`config.mk`:
```
export PLATFORM = sky130hd
export DESIGN_NAME = filter_cfg_master
export DESIGN_NICKNAME = d
export VERILOG_FILES = /design/src/rtl/filter_cfg_pkg.sv /design/src/rtl/filter_cfg_master.sv
export SDC_FILE = /design/constraint.sdc
export NUM_CORES = 1
export LEC_CHECK = 0
export ABC_AREA = 1
export CAP_MARGIN = 30
export CORE_MARGIN = 2
export CORE_UTILIZATION = 44
export DETAILED_ROUTE_END_ITERATION = 7
export PLACE_DENSITY = 0.86
export SLEW_MARGIN = 30
export SYNTH_ARGS = -nofsm -noshare
export SYNTH_HDL_FRONTEND = slang
export SYNTH_SLANG_ARGS = --single-unit
```
`constraint.sdc`:
```
create_clock -name clk -period 1.6 [get_ports clk]
set_input_delay 0.16 -clock clk [delete_from_list [all_inputs] [get_ports clk]]
set_output_delay 0.16 -clock clk [all_outputs]
set_load 0.02 [all_outputs]
```
`src/rtl/filter_cfg_pkg.sv`:
```
// rtl/filter_cfg_pkg.sv - shared types, register map and field masks for the filter config bus
package filter_cfg_pkg;

    typedef enum logic [1:0] {
        OP_WRITE        = 2'b00,
        OP_READ         = 2'b01,
        OP_WRITE_VERIFY = 2'b10,
        OP_RSVD         = 2'b11
    } cfg_op_e;

    typedef enum logic [1:0] {
        ST_IDLE = 2'd0,
        ST_WR   = 2'd1,
        ST_RD   = 2'd2,
        ST_RSP  = 2'd3
    } cfg_state_e;

    localparam logic [3:0] ADDR_MAC_LO    = 4'd0;
    localparam logic [3:0] ADDR_MAC_HI    = 4'd1;
    localparam logic [3:0] ADDR_ETHERTYPE = 4'd2;
    localparam logic [3:0] ADDR_IP_PROTO  = 4'd3;
    localparam logic [3:0] ADDR_IP_SRC    = 4'd4;
    localparam logic [3:0] ADDR_IP_DST    = 4'd5;
    localparam logic [3:0] ADDR_UDP_PORT  = 4'd6;

    // Bits of each register that actually exist; verify ignores the rest
    function automatic logic [31:0] cfg_field_mask(input logic [3:0] addr);
        logic [31:0] m;
        m = 32'hFFFF_FFFF;
        case (addr)
            ADDR_MAC_LO, ADDR_IP_SRC, ADDR_IP_DST:    m = 32'hFFFF_FFFF;
            ADDR_MAC_HI, ADDR_ETHERTYPE, ADDR_UDP_PORT: m = 32'h0000_FFFF;
            ADDR_IP_PROTO:                            m = 32'h0000_00FF;
            default:                                  m = 32'hFFFF_FFFF;
        endcase
        return m;
    endfunction

endpackage

```
`src/rtl/filter_cfg_master.sv`:
```
// rtl/filter_cfg_master.sv - command-driven initiator for the filter register file
module filter_cfg_master
    import filter_cfg_pkg::*;
#(
    parameter int NUM_REGS  = 7,
    parameter int ERR_CNT_W = 8
) (
    input  logic                 clk,
    input  logic                 rst_n,
    input  logic                 cmd_valid,
    output logic                 cmd_ready,
    input  logic [1:0]           cmd_op,
    input  logic [3:0]           cmd_addr,
    input  logic [31:0]          cmd_wdata,
    output logic                 rsp_valid,
    input  logic                 rsp_ready,
    output logic [31:0]          rsp_data,
    output logic                 rsp_err,
    output logic                 cfg_we,
    output logic [3:0]           cfg_waddr,
    output logic [31:0]          cfg_wdata,
    output logic [3:0]           cfg_raddr,
    input  logic [31:0]          cfg_rdata,
    output logic [ERR_CNT_W-1:0] err_count
);

    cfg_state_e           r_state;
    cfg_op_e              r_op;
    logic [3:0]           r_addr;
    logic [31:0]          r_wdata;
    logic                 r_cmd_ready;
    logic                 r_rsp_valid;
    logic [31:0]          r_rsp_data;
    logic                 r_rsp_err;
    logic                 r_cfg_we;
    logic [3:0]           r_cfg_waddr;
    logic [31:0]          r_cfg_wdata;
    logic [3:0]           r_cfg_raddr;
    logic [ERR_CNT_W-1:0] r_err_count;

    logic                 w_addr_bad;
    logic                 w_cmd_bad;
    logic                 w_verify_miss;

    assign w_addr_bad    = (32'(cmd_addr) >= 32'(NUM_REGS));
    assign w_cmd_bad     = w_addr_bad || (cmd_op == OP_RSVD);
    assign w_verify_miss = (((cfg_rdata ^ r_wdata) & cfg_field_mask(r_addr)) != 32'd0);

    // Command sequencer: one command in flight, all bus and response outputs registered
    always_ff @(posedge clk or negedge rst_n) begin
        if (!rst_n) begin
            r_state     <= ST_IDLE;
            r_op        <= OP_WRITE;
            r_addr      <= 4'd0;
            r_wdata     <= 32'd0;
            r_cmd_ready <= 1'b1;
            r_rsp_valid <= 1'b0;
            r_rsp_data  <= 32'd0;
            r_rsp_err   <= 1'b0;
            r_cfg_we    <= 1'b0;
            r_cfg_waddr <= 4'd0;
            r_cfg_wdata <= 32'd0;
            r_cfg_raddr <= 4'd0;
            r_err_count <= '0;
        end else begin
            case (r_state)
                ST_IDLE: begin
                    if (cmd_valid) begin
                        r_op        <= cfg_op_e'(cmd_op);
                        r_addr      <= cmd_addr;
                        r_wdata     <= cmd_wdata;
                        r_cmd_ready <= 1'b0;
                        if (w_cmd_bad) begin
                            // No bus activity: answer with an error straight away
                            r_state     <= ST_RSP;
                            r_rsp_valid <= 1'b1;
                            r_rsp_data  <= 32'd0;
                            r_rsp_err   <= 1'b1;
                        end else if (cmd_op == OP_READ) begin
                            r_state     <= ST_RD;
                            r_cfg_raddr <= cmd_addr;
                        end else begin
                            r_state     <= ST_WR;
                            r_cfg_we    <= 1'b1;
                            r_cfg_waddr <= cmd_addr;
                            r_cfg_wdata <= cmd_wdata;
                        end
                    end
                end
                ST_WR: begin
                    r_cfg_we <= 1'b0;
                    if (r_op == OP_WRITE_VERIFY) begin
                        // Read-back lands one cycle after the write edge, so it sees the new value
                        r_state     <= ST_RD;
                        r_cfg_raddr <= r_addr;
                    end else begin
                        r_state     <= ST_RSP;
                        r_rsp_valid <= 1'b1;
                        r_rsp_data  <= r_wdata;
                        r_rsp_err   <= 1'b0;
                    end
                end
                ST_RD: begin
                    r_state     <= ST_RSP;
                    r_rsp_valid <= 1'b1;
                    r_rsp_data  <= cfg_rdata;
                    r_rsp_err   <= (r_op == OP_WRITE_VERIFY) && w_verify_miss;
                end
                ST_RSP: begin
                    if (rsp_ready) begin
                        r_state     <= ST_IDLE;
                        r_rsp_valid <= 1'b0;
                        r_cmd_ready <= 1'b1;
                        if (r_rsp_err && (r_err_count != '1)) begin
                            r_err_count <= r_err_count + ERR_CNT_W'(1);
                        end
                    end
                end
                default: begin
                    r_state     <= ST_IDLE;
                    r_cmd_ready <= 1'b1;
                    r_rsp_valid <= 1'b0;
                    r_cfg_we    <= 1'b0;
                end
            endcase
        end
    end

    assign cmd_ready = r_cmd_ready;
    assign rsp_valid = r_rsp_valid;
    assign rsp_data  = r_rsp_data;
    assign rsp_err   = r_rsp_err;
    assign cfg_we    = r_cfg_we;
    assign cfg_waddr = r_cfg_waddr;
    assign cfg_wdata = r_cfg_wdata;
    assign cfg_raddr = r_cfg_raddr;
    assign err_count = r_err_count;

endmodule
```
-- Word level (Yosys, flattened, before mapping)
Cells that the tools add are included.
- bitwise logic cells: 4
- reduce and logical (&&, ||, !) cells: 18
- eq/ne operators: 19
- multiplexer cells: 30
- add/subtract/negate cells: 1
- magnitude comparators: 1
- operator list (cell ; number):
    two-way mux 32 bit ; 3
    one-hot mux 32 bit (3 select lines) ; 1
    one-hot mux 32 bit (2 select lines) ; 1
    bitwise AND 32 bit ; 1
    nonzero test 32 bit ; 1
    XOR 32 bit ; 1
    two-way mux 4 bit ; 4
    != test 2 bit (second input constant) ; 8
    AND reduction 4 bit ; 4
    two-way mux 1 bit ; 11
    adder 8 x 1 -> 8 bit (second input constant) ; 1
    == test 2 bit (second input constant) ; 4
    == test 4 x 2 -> 1 bit (second input constant) ; 2
    two-way mux 2 bit ; 4
    != test 8 bit (second input constant) ; 1
    one-hot mux 2 bit (4 select lines) ; 1
    one-hot mux 4 bit (2 select lines) ; 1
    AND reduction 3 bit ; 2
    AND reduction 5 bit ; 1
    == test 2 x 1 -> 1 bit (second input constant) ; 2
    == test 4 x 1 -> 1 bit (second input constant) ; 1
    == test 4 x 3 -> 1 bit (second input constant) ; 1
    >= comparator 4 x 3 -> 1 bit (second input constant) ; 1
    one-hot mux 1 bit (2 select lines) ; 2
    10 further kinds ; 14
- logic and storage cells: 86
- flip-flop bits (word level): 124

-- Longest topological paths before layout
Gate-level depths: netlist of run 1.
- depth in word-level cells: 7
- depth in mapped cells: 12

-- Worst setup path after synthesis of run 1
No wires, ideal clock.
- path type: register to register
- from: register r_err_count[0] (netlist: err_count[0])
- to: register r_err_count[1] (netlist: err_count[1])
- setup time: 125 ps
- arrival time: 1455 ps
- setup slack: 20 ps
- clock period less this slack: 1580 ps
- stages on the path, launching flop included: 7
- buffers on the path: 0
- data required time: 1475 ps
- cells stage by stage: dfrtp_1 -> ha_1 -> nand3_1 -> nor2_1 -> nand3_1 -> nand2_1 -> mux2_2
- longest elaborated chain between the ends: 3
- elaborated cells on any way between the ends: 4
- RTL lines (item ; line ; source):
    start: declaration ; filter_cfg_master.sv:39 ; logic [ERR_CNT_W-1:0] r_err_count;
    start signal: assignment ; filter_cfg_master.sv:115 ; r_err_count <= r_err_count + ERR_CNT_W'(1);
    branches (longest 3 deep; another with adder 8 x 1 -> 8 bit) ; n/a ;
Parallel ways; which one is timed is not known.
A chain may end at the register's enable or synchronous reset.

-- Worst setup path after layout of run 1
- from: register r_state[0]
- to: register r_state[1]
- longest elaborated chain between the ends: 3
- elaborated cells on any way between the ends: 8
- RTL lines (item ; line ; source):
    start: declaration ; filter_cfg_master.sv:27 ; cfg_state_e r_state;
    start signal: assignment ; filter_cfg_master.sv:52 ; r_state <= ST_IDLE;
    start signal: assignment ; filter_cfg_master.sv:75 ; r_state <= ST_RSP;
    start signal: assignment ; filter_cfg_master.sv:80 ; r_state <= ST_RD;
    == test 2 bit / zero test 2 bit (equally long branches) ; filter_cfg_master.sv:66 ; case (r_state)
    != test 2 bit (no source line) ; n/a ;
    AND reduction 2 bit (no source line) ; n/a ;
Several ways; a longest one is shown, not always the timed one.

==> results by stage, run 1 <==
Timing:
- Summed over all failing endpoints, the final setup total negative slack is -1.82 ns.
- The final cycle utilization of the critical path is 115%.
- Setup violations remaining at the end of the flow were counted as 38.
- The highest clock rate is approximately 540 MHz.
- The worst hold margin is about 0.24 ns.
- The measured slew at the worst slew-check pin is 0.464 ns.
- For the final database, setup skew stands at 0.00765 ns.
- The worst slew slack as a fraction of its limit is 69.0%.
- The final hold violation count is 0.
- Counting I/O delays and the setup requirement, the final critical path takes 1.85 ns.
- The final setup slack of the worst path is -0.246 ns.
- The max-slew violation count is 0.
- Setup repair after global routing could not meet its margin everywhere.

Status:
- The run finished, with violations left.
- The final reports fail on setup timing.

Yosys:
- By area the synthesized netlist is led by dfrtp_1 51%, nand2_1 17%, o21ai_0 7.3%, inv_1 7.3%, o22ai_1 3.2%.
- The count of state elements after synthesis is roughly 120.
- The share of synthesized area in the top cell type comes to between 50% and 60%.
- The cell area that synthesis handed to floorplanning was 6030 um2.
- The cell taking the most area after synthesis is dfrtp_1.
- Synthesis produced approximately 770 cells.
- In this run, distinct cell masters in the synthesized netlist total 33.
- Synthesis produced a netlist with a net count of 850.
- Averaged over all synthesized cells, the footprint is between 7 and 8 um2.
- The sequential element share of the synthesized area is 51.5%.
- Yosys printed 0 warnings.

Finish:
- 0 antenna diodes ended up in the layout.
- The count of placed standard cells in the final layout, fillers left out is between 1000 and 1500.
- The relative area change from synthesis to final layout is 54.0%.
- The fraction of layout cells with a size suffix above 1 is 17.1%.
- The count of nets after finishing is 1049.
- The cell area after layout is 9280 um2.

Placed design:
- The pre-CTS setup slack is -0.137 ns.
- The instance count after placement with tap cells included is 1108.
- The number of port buffers is 157.
- The placed wire-length estimate after detailed placement is around 12000 um.
- The placed cell area is slightly above 8000 um2.
- The final weighted congestion in routability-driven placement is 0.918.

Min path:
- The worst min-delay path class is input pin to async pin.

Setup path:
- Along the worst path, the maximum fanout reaches 3.
- The type of the worst setup path is register to register.
- The kind of end point of the critical path is a register.
- For the worst setup path, the data arrival time is 2.12 ns.
- At the worst endpoint, the required time is 1.87 ns.
- The kind of launch point of the worst setup path is a register.

Floorplan:
- The die is ~120 um wide.
- The area enclosed by the die boundary is between 10000 and 15000 um2.
- The number of cell rows is 42.
- The core area is 13300 um2.
- The initial utilization of the core area, before any placement, comes to roughly 45%.
- The number of placed I/O pins is around 160.
- The height of the die is roughly 120 um.

Power and ir drop:
- The leakage power of the design is 4.83 nW.
- VDD sags by at most 1.33 mV.
- The power density over the cells is 2160 nW/um2.

Clock network:
- In this run the deepest clock path goes through 2 buffers.
- The root buffer cell chosen for the clock tree is clkbuf_16.
- The clock reaches the later pin of the worst-skew pair after around 0.42 ns.
- The clock tree from TritonCTS is yes.
- The CTS buffer count is 17.
- The TritonCTS sink count is approximately 120.
- After clock tree synthesis, the clock-pin slew on the worst setup and hold paths is 0.06 ns.
- The number of levels in the clock H-tree is 4.

Job:
- The max-capacitance violation count is 0.

Global route:
- Entering global routing, the biggest net connects 41 pins.
- The met1 track utilization from global routing is 31.4%.
- The number of antenna violations at the first check in global routing was 0.
- The number of global-route vias before repair is roughly 5600.
- The wire length of the first global-routing pass is 27600 um.
- Global routing finished with a remaining overflow of 0.
- The met2 demand-to-capacity share in global routing is 39.7%.
- Global routing used 24.2% of the available tracks across all layers.
- The layer flagged by global routing as most heavily used is met2.
- For this run, global-route usage on met3 was measured as 4.89%.

Routing:
- The detail-routed net length per standard cell is 16.9 um.
- In the routed design, unresolved DRC markers number 0.
- For this run, the detailed router's first-pass iteration total came to 5.
- After detailed routing, the total wire length is between 15000 and 20000 um.
- The routed layout has roughly 6000 vias.
- The number of DRC markers in iteration 0 is 584.
- After detailed routing, the number of vias per cell comes to about 5.2.
- The antenna violation net count after detailed routing is 0.
-- cells in the final DEF, fill, tap and decap left out, types with 3 or more instances in the layout --
| master | count |
|---|---|
| dlymetal6s2s_1 | 20 |
| o21ai_2 | 14 |
| nand3_1 | 9 |
| inv_4 | 3 |
| a31oi_1 | 4 |
| inv_6 | 6 |
| o21ai_1 | 29 |
| xnor2_1 | 5 |
| dfrtp_1 | 123 |
| nor2_1 | 25 |
| o22ai_1 | 22 |
| nor2_2 | 5 |
| dlygate4sd2_1 | 8 |
| o21ai_0 | 68 |
| clkbuf_16 | 21 |
| nand2_4 | 10 |
| inv_1 | 110 |
| buf_4 | 31 |
| buf_12 | 12 |
| clkdlybuf4s50_1 | 128 |
| ha_1 | 3 |
| o22ai_2 | 8 |
| inv_2 | 8 |
| nand2_1 | 246 |
| inv_8 | 3 |
| nand4_1 | 4 |
| xor2_1 | 3 |
| nand2_2 | 16 |
| ha_4 | 3 |
| buf_6 | 7 |
-- Yosys cell counts (all sizes together) --
cell    instances
nand2         273
dfrtp         123
inv           121
o21ai         111
nor2           32
o22ai          31
buf            18
clkbuf         14
nand3          11
ha              7
nand4           5
xnor2           5
a21oi           4
a31oi           4
xor2            3
a22o            1
dfstp           1
mux2            1
nor3            1
o21bai          1
o311ai          1
or2             1
-- per-stage QoR --
step	total power, mW	utilization [%]
finish	20.1	69.8
global placement	13.7	60.5
detailed placement	14.0	60.5
floorplan	10.2	-
global route	21.1	69.8
CTS	18.2	65.7
-- what timing repair did --
item | in CTS | in global routing
hold buffers | 1 | 0
buffers inserted | 2 | 9
pin swaps | 3 | 14
hold endpoints to repair | 28 | 0
resized for setup | 24 | 118
setup endpoints to repair | 70 | 79
gates cloned | 1 | 4
-- flip-flops by register name (all words and copies together), names as in the netlist --
register,cells
rsp_valid,1
r_addr,4
rsp_data,32
cfg_we,1
r_state,2
cfg_raddr,4
cfg_waddr,4
err_count,8
r_wdata,32
r_op,2
rsp_err,1
cfg_wdata,32
cmd_ready,1
-- layer usage --
metal | part of all wire, % | wire [um]
met5 | 0 | 0
met4 | 3.9 | 760
met1 | 39 | 7650
met2 | 50 | 9740
met3 | 6.9 | 1350
-- critical path, stage by stage, from the launching register on --
cell and delay, ns:
dfrtp_1 0.42, buf_6 0.15, ha_4 0.14, inv_2 0.05, buf_4 0.13, nor2_2 0.11, inv_1 0.09, nand2_2 0.09
inv_2 0.06, buf_4 0.14, o21ai_0 0.15, o22ai_1 0.16
-- where the power goes --
| group | leakage (nW) | switching (mW) | internal (mW) |
|---|---|---|---|
| clock network | 0.291 | 1.60 | 2.35 |
| registers | 1.58 | 1.16 | 4.56 |
| logic | 2.96 | 5.72 | 4.70 |
| total | 4.83 | 8.47 | 11.6 |
-- final timing paths --
path	slack, ns	from	cells past startpoint	end
setup reg to reg	-0.25	r_state[0]$_DFFE_PN0P_	11	r_state[1]$_DFFE_PN0P_
min in group clk	0.30	cmd_wdata[29]	3	cfg_wdata[29]$_DFFE_PN0P_
hold / removal	0.24	rst_n	2	r_wdata[5]$_DFFE_PN0P_
hold reg to reg	0.48	cfg_wdata[19]$_DFFE_PN0P_	2	cfg_wdata[19]$_DFFE_PN0P_
setup / recovery	-0.25	r_state[0]$_DFFE_PN0P_	11	r_state[1]$_DFFE_PN0P_
max in group asynchronous	0.68	rst_n	3	rsp_data[2]$_DFFE_PN0P_
-- cell families (layout without fill, tap and decap cells) --
kind of cell | after synthesis | in the layout | share of synthesized area [%]
buf+inv | 153 | 365 | 10.6
flops | 124 | 124 | 51.5
compound gates | 153 | 153 | 14.0
mux | 1 | 1 | 0.187
fa+ha+maj | 7 | 7 | 1.45
simple gates | 323 | 323 | 21.1
xor+xnor | 8 | 8 | 1.16
-- final cells by class --
type	count	area, um2
clock buffer	17	425
clock inverter	15	175
fill	909	4020
inverter	121	462
multi-input combinational	492	2600
sequential	124	3100
tap	176	220
timing repair buffer	212	2290
Note: power is estimated with default switching activity, not from simulation.
==> run 2: changes to the inputs <==
--- a/config.mk
+++ b/config.mk
@@ -7,10 +7,9 @@
 export LEC_CHECK = 0
 export ABC_AREA = 1
 export CAP_MARGIN = 30
-export CORE_MARGIN = 2
 export CORE_UTILIZATION = 44
 export DETAILED_ROUTE_END_ITERATION = 7
-export PLACE_DENSITY = 0.86
+export PLACE_DENSITY = 0.76
 export SLEW_MARGIN = 30
 export SYNTH_ARGS = -nofsm -noshare
 export SYNTH_HDL_FRONTEND = slang
==> run 2 against run 1 <==
  * The flow still finishes with violations (setup timing)
  * Core utilization down 0.88 points
  * Critical path depth down 2
  * Die area down 3.3%
  * Sequential power down 1%
  * Fmax up 14%
  * First-iteration DRC count down 37%
  * Cell count up 0.26%
  * Worst hold slack better by 0.0014 ns
  * Total power down 2.0%
  * Setup slack better by 0.23 ns
  * Global-route usage down 0.72 points
==> results by stage, run 2 (synthesis results as in run 1) <==
Setup path:
- The worst endpoint required time is 1.90 ns (+0.03 ns).
- The worst setup path is launched from a register.
- The number of cells traversed by the worst register-to-register path is 9 (-2).
- The highest fanout seen on the critical path came to 9 (+6).
- STA classifies the critical path endpoint as a register.
- The signal arrival time at the worst endpoint was 1.91 ns (-0.21 ns).
- The type of the worst setup path is register to register.

Job:
- The max-capacitance violation count is 0 (unchanged).

Placed design:
- The placed wire-length estimate after detailed placement came to 11800 um (-2.2%).
- The instance count after placement with tap cells included is 1113 (+0.45%).
- The placed cell area is 8080 um2 (+0.47%).
- The pre-CTS setup slack is -0.0958 ns (+0.0416 ns).
- The final weighted congestion in routability-driven placement was 0.860 (-6.4%).
- The number of port buffers is 157 (unchanged).

Timing:
- The measured slew at the worst slew-check pin is 0.498 ns (+0.0338 ns).
- The final cycle utilization of the critical path is 101% (-15 points).
- Setup repair after global routing could not meet its margin everywhere.
- The final hold violation count was 0 (unchanged).
- The total negative slack for setup checks is -0.0436 ns (+1.78 ns).
- The final setup slack of the worst path is -0.0132 ns (+0.233 ns).
- The max-slew violation count was 0 (unchanged).
- The highest clock rate is 620 MHz (+14%).
- The worst slew slack as a fraction of its limit was 66.8% (-2.3 points).
- The number of failing setup endpoints in the final timing report is 7 (-82%).
- The clock skew was 0.00552 ns (-0.00213 ns).
- The clock period minus final worst setup slack came to 1.61 ns (-0.233 ns).

Global route:
- The combined global-route utilization of all metal layers is 23.5% (-0.72 points).
- The number of global-route vias before repair is 5234 (-6.3%).
- The number of antenna violations at the first check in global routing is 0 (unchanged).
- The pin count of the biggest net entering global routing is 48 (+17%).
- The met1 track utilization from global routing came to 32.5% (+1.2 points).
- The overflow left after global routing is 0 (unchanged).
- The met2 demand-to-capacity share in global routing is 35.8% (-3.9 points).
- The wire length of the first global-routing pass is 25700 um (-6.8%).
- In this run the most used layer during global routing was met2.
- The met3 layer usage reported by global route is 4.84% (-0.050 points).

Floorplan:
- The number of cell rows was 42 (unchanged).
- The core area was 13300 um2 (unchanged).
- The height of the die is 119 um (-1.7%).
- The area enclosed by the die boundary is 14200 um2 (-3.3%).
- The die width is 119 um (-1.7%).
- The initial core utilization is 45.3% (unchanged).
- The number of placed I/O pins came to 158 (unchanged).

Power and ir drop:
- The worst-case vdd ir drop was 1.15 mV (-14%).
- The leakage power of the design is 4.53 nW (-6.2%).
- The internal power came to 11.9 mW (+2.7%).
- The switching part of the total power is 39.5% (-2.7 points).
- The switching power of the nets is 7.77 mW (-8.3%).
- The clock network power share is 20.6% (+0.9 points).
- The power density over the cells was 2150 nW/um2 (-0.71%).
- The proportion of power drawn by flip-flops and latches is 28.7% (+0.3 points).
- The combinational share of power is 50.8% (-1.1 points).

Routing:
- The detailed-route wire length was 17500 um (-10%).
- The antenna violation net count after detailed routing is 0 (unchanged).
- The final routed DRC violation total is 0 (unchanged).
- The total number of vias is 5822 (-3.5%).
- The detail-routed net length per standard cell is 15.1 um (-11%).
- The number of DRC markers in iteration 0 is 367 (-37%).
- The number of iterations in the first detailed-routing pass is 5 (unchanged).
- The number of vias per cell after detailed routing is 5.02 (-3.7%).

Finish:
- The count of nets after finishing is 1052 (+0.29%).
- The count of placed standard cells in the final layout, fillers left out is 1160 (+0.26%).
- Compared with the post-synthesis result, the final layout area differs by 52.0%.
- The cell area after layout is 9160 um2 (-1.3%).
- In the layout the commonest cells are 260 x nand2_1, 144 x clkdlybuf4s50_1, 122 x dfrtp_1.
- The total inserted antenna cells is 0 (unchanged).
- Leaving out fill and tap cells, the most frequent cell in the layout is nand2_1.
- The fraction of layout cells with a size suffix above 1 is 14.9% (-2.2 points).

Status:
- The run finished, with violations left.
- The checks that failed: setup timing.

Clock network:
- The CTS buffer count came to 17 (unchanged).
- The clock tree from TritonCTS is yes.
- The clock tree buffer depth is 2 (unchanged).
- The clock latency reported for the late side of the worst-skew pair came to 0.42 ns (about the same).
- The clock transition time at the flip-flop clock pins of the worst setup and hold paths is 0.05 ns (about the same).
- The number of levels in the clock H-tree is 4 (unchanged).
- The TritonCTS sink count is 124 (unchanged).
- The tree is rooted in a clkbuf_16.

Min path:
- In this run the worst hold path is classified as input pin to async pin.
[run 2: layout make-up]
type | count | area (um2)
clock buffer | 22 | 464
inverter | 121 | 459
fill | 1033 | 4130
timing repair buffer | 215 | 2270
sequential | 124 | 3110
tap | 176 | 220
multi-input combinational | 492 | 2480
clock inverter | 10 | 163
[run 2: per-stage QoR]
stage | hold WS, ns | total power, mW | utilization, %
2_1_floorplan | -0.136 | 10.2 | -
3_3_place_gp | 0.149 | 13.8 | 60.8
3_5_place_dp | 0.149 | 14.0 | 60.8
4_1_cts | 0.247 | 18.2 | 65.9
5_1_grt | 0.274 | 20.8 | 68.9
6_report | 0.237 | 19.7 | 68.9
[run 2: per-layer routing]
metal	part of all wire [%]	wire length, um
met4	2.8	483
met1	44	7760
met5	0	0
met3	5.0	876
met2	48	8340
[run 2: power groups by stage]
stage / logic (mW) / registers, mW / clock network, mW
4_1_cts: 8.54 / 5.60 / 4.10
5_1_grt: 10.8 / 5.78 / 4.24
3_5_place_dp: 8.39 / 5.60 / 0
2_1_floorplan: 3.72 / 6.50 / 0
6_report: 10.0 / 5.65 / 4.05
3_3_place_gp: 8.21 / 5.58 / 0
[run 2: worst paths after layout]
check	from	slack, ns	endpoint
max	r_state[0]$_DFFE_PN0P_	-0.01	rsp_data[1]$_DFFE_PN0P_
min	rst_n	0.24	r_wdata[3]$_DFFE_PN0P_
max reg2reg	r_state[0]$_DFFE_PN0P_	-0.01	rsp_data[1]$_DFFE_PN0P_
min reg2reg	cfg_wdata[24]$_DFFE_PN0P_	0.48	cfg_wdata[24]$_DFFE_PN0P_
max in group asynchronous	rst_n	0.78	cfg_wdata[25]$_DFFE_PN0P_
min in group clk	cmd_wdata[4]	0.30	cfg_wdata[4]$_DFFE_PN0P_
[run 2: what timing repair did]
action	in CTS	in global routing
resized for setup	17	77
hold endpoints to repair	27	0
cloned	0	7
buffers inserted	2	5
pin swaps	3	4
hold buffers	1	0
endpoints found under the setup margin	104	68
[run 2: critical path, cell delays in order (launching register included)]
cell and delay [ns]:
dfrtp_2 0.43, buf_4 0.14, buf_4 0.12, ha_2 0.18, inv_2 0.07, nand4_4 0.10, buf_12 0.17, clkbuf_16 0.16
nand2_1 0.06, o21ai_1 0.06
==> variant: new RTL, config.mk and constraints of run 1 <==
Re-encode `cfg_state_e` (4 states) as one-hot, 4 bits wide.
--- a/src/rtl/filter_cfg_pkg.sv
+++ b/src/rtl/filter_cfg_pkg.sv
@@ -10,7 +10,7 @@
 
-    typedef enum logic [1:0] {
-        ST_IDLE = 2'd0,
-        ST_WR   = 2'd1,
-        ST_RD   = 2'd2,
-        ST_RSP  = 2'd3
+    typedef enum logic [3:0] {
+        ST_IDLE = 4'b0001,
+        ST_WR   = 4'b0010,
+        ST_RD   = 4'b0100,
+        ST_RSP  = 4'b1000
     } cfg_state_e;
Function: no difference found for any inputs over 4 cycles, from zero or initial values and one cycle with rst_n low; so few cycles prove little.
==> variant against run 1 <==
- the flow still finishes with violations (setup timing)
- wire length decreased by 12%
- power decreased by 25%
- sequential cell count increased by 2
- hold slack got worse by 0.035 ns
- final area decreased by 5.1%
- highest routed layer unchanged
- synthesized area decreased by 1.6%
- largest power group unchanged
- synthesized cell count decreased by 0.26%
- combinational power decreased by 41%
- largest cell class unchanged
- setup slack improved by 0.18 ns
==> variant: results (changes against run 1) <==
| Metric | Value |
|---|---|
| Kind of cell with the highest combined delay on the critical path | simple AND/OR/NAND/NOR gates |
| Sum Neg Setup Slack | -1.24 ns (+0.582 ns) |
| Global-route usage over all layers | 24.1% (-0.078 points) |
| Final setup margin | -0.0667 ns (+0.179 ns) |
| Placed wire-length estimate after detailed placement | 11.5 mm (-4.9%) |
| Post-Place Cell Area | 0.00798 mm2 (-0.84%) |
| Count of final setup violators | 34 (-11%) |
| First-pass GRT wire length | 27.1 mm (-1.8%) |
| Nets | 1,044 (-0.48%) |
| Number of DRC markers in iteration 0 | 387 (-34%) |
| Met3 WL post-DR | 1.05 mm (-23%) |
| Number of vias after detailed routing | 5,760 (-4.5%) |
| Run status | complete, but fails checks |
| Clock skew after layout | 0.00839 ns (+0.000739 ns) |
| GR Util met2 | 39.7% (about the same) |
| Leading cell types by count after synthesis | 373 x sky130_fd_sc_hd__nand2_1, 124 x sky130_fd_sc_hd__dfrtp_1, 83 x sky130_fd_sc_hd__inv_1 |
| Worst setup endpoint | rsp_data[30] |
| Violated checks | setup timing |
| Clock net power | 3.88 mW (-2%) |
| Fraction of final layout cells with drive strength greater than 1 | 11.5% (-5.6 points) |
| Placed cell count | 1,115 (+0.63%) |
| Maximum fanout along the worst path | 7 (+4) |
| Met1 demand-to-capacity share in global routing | 30.3% (-1.0 points) |
| Synthesized Nets | 842 (-0.94%) |
| Leakage power of the design | 4.65 nW (-3.7%) |
| Met3 usage in global routing | 6.08% (+1.2 points) |
| Sequential group share of total power | 33.3% (+4.9 points) |
| Post-DR vias/cell | 4.97 (-4.6%) |
| Biggest area contributors in the synthesized netlist | sky130_fd_sc_hd__dfrtp_1 52%, sky130_fd_sc_hd__nand2_1 24%, sky130_fd_sc_hd__inv_1 5.3% |
| Switching share of total power | 36.2% (-6.0 points) |
| Number of global-route vias before repair | 5,560 (-0.48%) |
| Post-cts sizing count | 23 (-4.2%) |
| Mean area per synthesized cell | 7.73 um2 (-1.4%) |
variant: area by class of cell:
type	count	area (um2)
Clock inverter	6	80.1
Timing Repair Buffer	209	2130
Sequential cell	126	3160
Tap cell	176	220
Antenna cell	1	2.50
Clock buffer	25	515
Inverter	88	338
Fill cell	1016	4390
Multi-Input combinational cell	527	2360
variant: kinds of logic after synthesis:
logic type / after synthesis / synth area share [%]
buffers and inverters: 114 / 8.04
adder cells (fa/ha/maj): 1 / 0.211
multiplexers: 2 / 0.380
XOR/XNOR: 8 / 1.18
AND/OR/NAND/NOR: 434 / 28.9
AO/OA/AOI/OAI: 82 / 8.09
flip-flops: 126 / 53.2
variant: stage by stage:
step | hold WS [ns] | worst slack (ns)
2_1_floorplan | -0.136 | 0.0361
3_3_place_gp | 0.0813 | -0.167
3_5_place_dp | 0.0791 | -0.170
4_1_cts | 0.206 | -0.00802
5_1_grt | 0.220 | -0.133
6_report | 0.201 | -0.0667
